File: config.mk
export PLATFORM = sky130hd
export DESIGN_NAME = mem_stage
export DESIGN_NICKNAME = d
export VERILOG_FILES = /design/src/rtl/mem_pkg.sv /design/src/rtl/mem_align.sv /design/src/rtl/mem_stage.sv
export SDC_FILE = /design/constraint.sdc
export NUM_CORES = 1
export LEC_CHECK = 0
export ABC_CLOCK_PERIOD_IN_PS = 12000
export CAP_MARGIN = 20
export CORE_ASPECT_RATIO = 1.75
export CORE_MARGIN = 2
export CORE_UTILIZATION = 37
export CTS_BUF_LIST = sky130_fd_sc_hd__clkbuf_16
export CTS_CLUSTER_DIAMETER = 120
export CTS_CLUSTER_SIZE = 30
export DETAILED_ROUTE_END_ITERATION = 10
export PLACE_DENSITY = 0.94
export SLEW_MARGIN = 25
export SYNTH_ARGS = -nofsm -noshare
export SYNTH_HDL_FRONTEND = slang
export SYNTH_SLANG_ARGS = --single-unit
File: constraint.sdc
create_clock -name clk -period 12 [get_ports clk]
set_input_delay 2.4 -clock clk [delete_from_list [all_inputs] [get_ports clk]]
set_output_delay 2.4 -clock clk [all_outputs]
set_load 0.03 [all_outputs]
File: src/rtl/mem_pkg.sv
// Shared definitions for the MIPS memory-access stage: access sizes, FSM states
// and the width of the access timeout counter.
package mem_pkg;

   typedef enum logic [1:0] {
      SZ_BYTE     = 2'b00,
      SZ_HALF     = 2'b01,
      SZ_WORD     = 2'b10,
      SZ_WORD_ALT = 2'b11
   } mem_size_e;

   typedef enum logic {
      ST_IDLE = 1'b0,
      ST_WAIT = 1'b1
   } mem_state_e;

   // Wide enough for TIMEOUT_CYCLES up to 255.
   localparam int unsigned TO_CNT_W = 8;

endpackage

File: src/rtl/mem_align.sv
// Byte-lane steering for data-memory accesses: store replication and byte
// enables, plus load lane extraction with sign/zero extension.
module mem_align
   import mem_pkg::*;
(
   input  logic [1:0]  lane,
   input  mem_size_e   size,
   input  logic        sext,
   input  logic        write,
   input  logic [31:0] store_data,
   input  logic [31:0] load_word,
   output logic [3:0]  be,
   output logic [31:0] lane_data,
   output logic [31:0] load_data
);

   logic [7:0]  byte_sel;
   logic [15:0] half_sel;

   always_comb begin
      case (lane)
         2'd0:    byte_sel = load_word[7:0];
         2'd1:    byte_sel = load_word[15:8];
         2'd2:    byte_sel = load_word[23:16];
         default: byte_sel = load_word[31:24];
      endcase
      half_sel = lane[1] ? load_word[31:16] : load_word[15:0];
   end

   always_comb begin
      be        = 4'b1111;
      lane_data = store_data;
      load_data = load_word;
      case (size)
         SZ_BYTE: begin
            be        = 4'b0001 << lane;
            lane_data = {4{store_data[7:0]}};
            load_data = {{24{sext & byte_sel[7]}}, byte_sel};
         end
         SZ_HALF: begin
            be        = lane[1] ? 4'b1100 : 4'b0011;
            lane_data = {2{store_data[15:0]}};
            load_data = {{16{sext & half_sel[15]}}, half_sel};
         end
         default: ;
      endcase
      // Reads always fetch the whole word.
      if (!write) be = 4'b1111;
   end

endmodule

File: src/rtl/mem_stage.sv
// MIPS MEM stage: data-memory req/ack port, lane steering, stall generation and
// the MEM/WB register. Define MEM_SUBWORD_EN to enable byte/halfword accesses.
module mem_stage
   import mem_pkg::*;
#(
   parameter int unsigned TIMEOUT_CYCLES = 16
)
(
   input  logic        clk,
   input  logic        rst,
   input  logic        EXtoMEM_valid,
   input  logic [31:0] EXtoMEM_ALU_result,
   input  logic [31:0] EXtoMEM_WriteData,
   input  logic [4:0]  EXtoMEM_RegDest,
   input  logic        MemRead,
   input  logic        MemWrite,
   input  logic [1:0]  MemSize,
   input  logic        MemSigned,
   input  logic        MemtoReg,
   input  logic        RegWrite,
   output logic        dmem_req,
   output logic        dmem_we,
   output logic [31:0] dmem_addr,
   output logic [3:0]  dmem_be,
   output logic [31:0] dmem_wdata,
   input  logic        dmem_ack,
   input  logic [31:0] dmem_rdata,
   output logic        mem_stall,
   output logic        MEMtoWB_valid,
   output logic        MEMtoWB_RegWrite,
   output logic        MEMtoWB_MemtoReg,
   output logic [31:0] MEMtoWB_ReadData,
   output logic [31:0] MEMtoWB_ALU_result,
   output logic [4:0]  MEMtoWB_RegDest,
   output logic        MEMtoWB_misalign,
   output logic        MEMtoWB_buserr
);

   mem_state_e          state, state_nx;
   logic [TO_CNT_W-1:0] cnt, cnt_nx;
   mem_size_e           size;
   logic                sext;
   logic                mem_op, is_load, misalign, go, timeout;
   logic                acked, abort;
   logic [31:0]         load_data;

`ifdef MEM_SUBWORD_EN
   assign size = mem_size_e'(MemSize);
   assign sext = MemSigned;
`else
   logic unused_cfg;
   assign unused_cfg = ^{MemSize, MemSigned};
   assign size       = SZ_WORD;
   assign sext       = 1'b0;
`endif

   assign mem_op  = EXtoMEM_valid & (MemRead | MemWrite);
   assign is_load = MemRead & ~MemWrite;
   assign go      = mem_op & ~misalign;
   assign timeout = (state == ST_WAIT) & (cnt == TO_CNT_W'(TIMEOUT_CYCLES - 1));

   always_comb begin
      case (size)
         SZ_BYTE: misalign = 1'b0;
         SZ_HALF: misalign = EXtoMEM_ALU_result[0];
         default: misalign = |EXtoMEM_ALU_result[1:0];
      endcase
   end

   mem_align u_align (
      .lane       (EXtoMEM_ALU_result[1:0]),
      .size       (size),
      .sext       (sext),
      .write      (MemWrite),
      .store_data (EXtoMEM_WriteData),
      .load_word  (dmem_rdata),
      .be         (dmem_be),
      .lane_data  (dmem_wdata),
      .load_data  (load_data)
   );

   assign dmem_addr = {EXtoMEM_ALU_result[31:2], 2'b00};
   assign dmem_we   = dmem_req & MemWrite;

   // Request is dropped in the timeout cycle, but an ack landing there still wins.
   always_comb begin
      state_nx  = state;
      cnt_nx    = cnt;
      dmem_req  = 1'b0;
      mem_stall = 1'b0;
      acked     = 1'b0;
      abort     = 1'b0;
      if (!rst) begin
         case (state)
            ST_IDLE: begin
               if (go) begin
                  dmem_req = 1'b1;
                  if (dmem_ack) begin
                     acked = 1'b1;
                  end else begin
                     mem_stall = 1'b1;
                     state_nx  = ST_WAIT;
                     cnt_nx    = '0;
                  end
               end
            end
            ST_WAIT: begin
               dmem_req = ~timeout;
               if (dmem_ack) begin
                  acked    = 1'b1;
                  state_nx = ST_IDLE;
               end else if (timeout) begin
                  abort    = 1'b1;
                  state_nx = ST_IDLE;
               end else begin
                  mem_stall = 1'b1;
                  cnt_nx    = cnt + 1'b1;
               end
            end
            default: state_nx = ST_IDLE;
         endcase
      end
   end

   always_ff @(posedge clk or posedge rst) begin
      if (rst) begin
         state              <= ST_IDLE;
         cnt                <= '0;
         MEMtoWB_valid      <= 1'b0;
         MEMtoWB_RegWrite   <= 1'b0;
         MEMtoWB_MemtoReg   <= 1'b0;
         MEMtoWB_ReadData   <= '0;
         MEMtoWB_ALU_result <= '0;
         MEMtoWB_RegDest    <= '0;
         MEMtoWB_misalign   <= 1'b0;
         MEMtoWB_buserr     <= 1'b0;
      end else begin
         state <= state_nx;
         cnt   <= cnt_nx;
         if (mem_stall) begin
            MEMtoWB_valid      <= 1'b0;
            MEMtoWB_RegWrite   <= 1'b0;
            MEMtoWB_MemtoReg   <= 1'b0;
            MEMtoWB_ReadData   <= '0;
            MEMtoWB_ALU_result <= '0;
            MEMtoWB_RegDest    <= '0;
            MEMtoWB_misalign   <= 1'b0;
            MEMtoWB_buserr     <= 1'b0;
         end else begin
            MEMtoWB_valid      <= EXtoMEM_valid;
            MEMtoWB_RegWrite   <= RegWrite & EXtoMEM_valid & ~(mem_op & misalign) & ~abort;
            MEMtoWB_MemtoReg   <= MemtoReg;
            MEMtoWB_ReadData   <= (acked & is_load) ? load_data : '0;
            MEMtoWB_ALU_result <= EXtoMEM_ALU_result;
            MEMtoWB_RegDest    <= EXtoMEM_RegDest;
            MEMtoWB_misalign   <= mem_op & misalign;
            MEMtoWB_buserr     <= abort;
         end
      end
   end

endmodule

==> out/metrics.yaml <==
outcome: "finished clean"
post-route-drc-count: 0
diodes: 0
met3_usage: 0.0464
hold_buffers: 0
gp_congestion: 0.768
die_y_microns: 133
syn_to_final_growth_pct: 50.8
num_rows: 47
final_area_sq_um: 5290
ys_seq_area_frac: 0.592
cp_max_fo: 84
worstPathCellList: "clkdlybuf4s50_1 > clkinv_2 > buf_6 > a32oi_1 > a31oi_1 > and2_1 > clkdlybuf4s50_1"
irDropWorstVdd_v: 0.0000840
tns_ps: 0
synth.area.top_cells: "dfrtp_1 (59%), buf_4 (15%), nor2b_1 (7.1%)"
ys_types: 39
grt_use_total: 0.172
grt_pass1_wl_microns: 13500
cpMostUsedCell: "clkdlybuf4s50_1"
cp.arrival_ps: 4880
hpwl_microns: 6840
power_density_nw_per_um2: 141
grt_pass1_vias: 2563
port_buffers: 183
cts_tree: "built"
use_met2: 0.296
maxCapViolations: 0
cts.path.max_buffers: 2
ys_ff_latch: 83
synth_top_area_share: 0.592
synth_simple_gate_area_share: 0.178
synth_xor_area_frac: 0
numCtsBuffers: 9
gr-total-overflow: 0
cts_root_buf: "clkbuf_16"
critPathLaunchType: "input port"
gr-usage-met1: 0.174
io_pins: 257
slew_violations: 0
postCtsSetupRepairBufs: 0
crit_slowest_cell: "clkdlybuf4s50_1"
grt_antenna_before_repair: 0
finalHoldViolations: 0
period_share: 0.606
ant_nets: 0
clk-insertion-delay-late_ps: 330
cts.repair.resized: 0
syn_area_per_cell_sq_um: 12.1
ys_warn_count: 0
vias_per_cell: 4.47
die_area_sq_um: 10300
initial_utilization: 0.375
p_leak_nw: 2.29
synth_top_family_by_area: "simple AND/OR/NAND/NOR gates"
utilization: 0.566
yosys.area.top_type: "dfrtp_1"
synth_compound_area_frac: 0.0546
grt_max_degree: 85
nets: 527
hold_class: "reg -> reg"
worst_pin_slew_ps: 725
path_class: "in -> out"
max_freq_ghz: 0.137
synth_fa_ha_area_frac: 0.00357
dr.pass1.iters: 4
grt-busiest-layer: "met2"
placed_area_sq_um: 4960
setup_violations: 0
vias: 2412
critPathMaxStageDelay_ps: 670
syn_area_sq_um: 3510
syn_inst: 291
wl_microns: 8710
htree_num_levels: 3
die_w_microns: 77.6
relSlewSlack: 0.517
skew_ps: 10.3
cp-end-kind: "primary output"
core-area_sq_um: 9350
detail_route.iter0.violations: 58
numClockSinks: 83
placed_cells: 525
wl_per_cell_microns: 16.2
p_total_w: 0.000748
clkSlewWorstSetupHoldPaths_ps: 60
post-route-min-period_ps: 7280
required_ps: 9600
stdcell_count: 539
rsz0062_at_grt: "no"
drive_gt1_frac: 0.0671
synth.area.mux_share: 0
-- critical path, delay by kind of cell --
| kind | cells | cell delay [ps] |
|---|---|---|
| buffers and inverters | 4 | 1790 |
| AO/OA/AOI/OAI | 2 | 520 |
| AND/OR/NAND/NOR | 1 | 160 |
-- final cells by class --
class,count,area (sq um)
fillers,765,4060
well taps,122,153
repair buffers,186,1860
clock inverters,5,103
inverters,6,23.8
multi-input cells,128,852
clock buffers,9,225
flip-flops and latches,83,2080
-- per-layer routing --
metal	routed length (microns)	vias up
met2	4660	135
met1	2960	1119
li1	-	1101
met4	520	0
met5	0	-
met3	570	57
-- logic make-up after synthesis --
family	after synthesis
adder cells (fa/ha/maj)	1
other	2
flip-flops	83
buffers and inverters	84
AND/OR/NAND/NOR	99
AO/OA/AOI/OAI	22
-- synth_stat cells --
library cell  count
o211ai_2          1
nand2b_1          2
nand2_1           4
a32oi_1           1
and4_1            2
a211oi_1          1
a21boi_4          1
a21o_1            1
nor2b_1          40
nor2_1            2
buf_2             4
o21ai_0           2
nand4b_1          1
a41oi_1           2
conb_1            2
nand3_1           4
or3_1             1
a31oi_1           2
buf_4            69
o211ai_1          1
nor3_2            1
inv_1             6
dfrtp_1          83
or2_2             1
nand4_1           1
o2111a_1          1
nor3b_2           2
o21ai_1           3
or2_1             1
and3_1            2
or4b_2            1
a21oi_1           2
clkbuf_1          3
a311oi_2          1
and2_1           33
a31oi_2           3
ha_1              1
nor3_1            1
buf_6             2
-- path summary, 6_finish.rpt --
check	startpoint	to	slack, ps	cells after the start
hold reg to reg	cnt[3]	cnt[3]	550	1
hold / removal	cnt[3]	cnt[3]	550	1
min in group asynchronous	rst	cnt[7]	2690	3
max in group asynchronous	rst	MEMtoWB_ReadData[29]	8810	3
setup / recovery	rst	dmem_we	4720	7
setup reg to reg	cnt[0]	cnt[2]	9850	6
-- placed cells by master, fill, tap and decap left out, types with 3 or more instances in the layout --
cell             synthesis  routed
clkdlybuf4s50_1          0     183
dfrtp_1                 83      83
nand2_1                  4       4
inv_1                    6       5
and2_1                  33      33
nor2b_1                 40      40
conb_1                   2       6
clkbuf_16                0       9
nand3_1                  4       4
bufinv_16                0       3
o21ai_1                  3       3
a31oi_2                  3       3
-- power breakdown --
group / switching [W] / internal, W / total (W)
combinational: 0.0000692 / 0.0000619 / 0.000131
clock: 0.000102 / 0.000201 / 0.000303
sequential: 0.0000152 / 0.000298 / 0.000314
-- stage by stage --
stage	setup WS, ps	hold slack [ps]
2_1_floorplan	4080	481
3_3_place_gp	4430	507
3_5_place_dp	4370	533
4_1_cts	4370	542
5_1_grt	4430	566
6_report	4720	545
-- registers in the layout, summed over array words and instances, names as in the netlist --
name and cells:
MEMtoWB_ALU_result 32, MEMtoWB_MemtoReg 1, MEMtoWB_ReadData 32, MEMtoWB_RegDest 5
MEMtoWB_RegWrite 1, MEMtoWB_buserr 1, MEMtoWB_misalign 1, MEMtoWB_valid 1
cnt 8, state 1
Note: power is estimated with default switching activity, not from simulation.
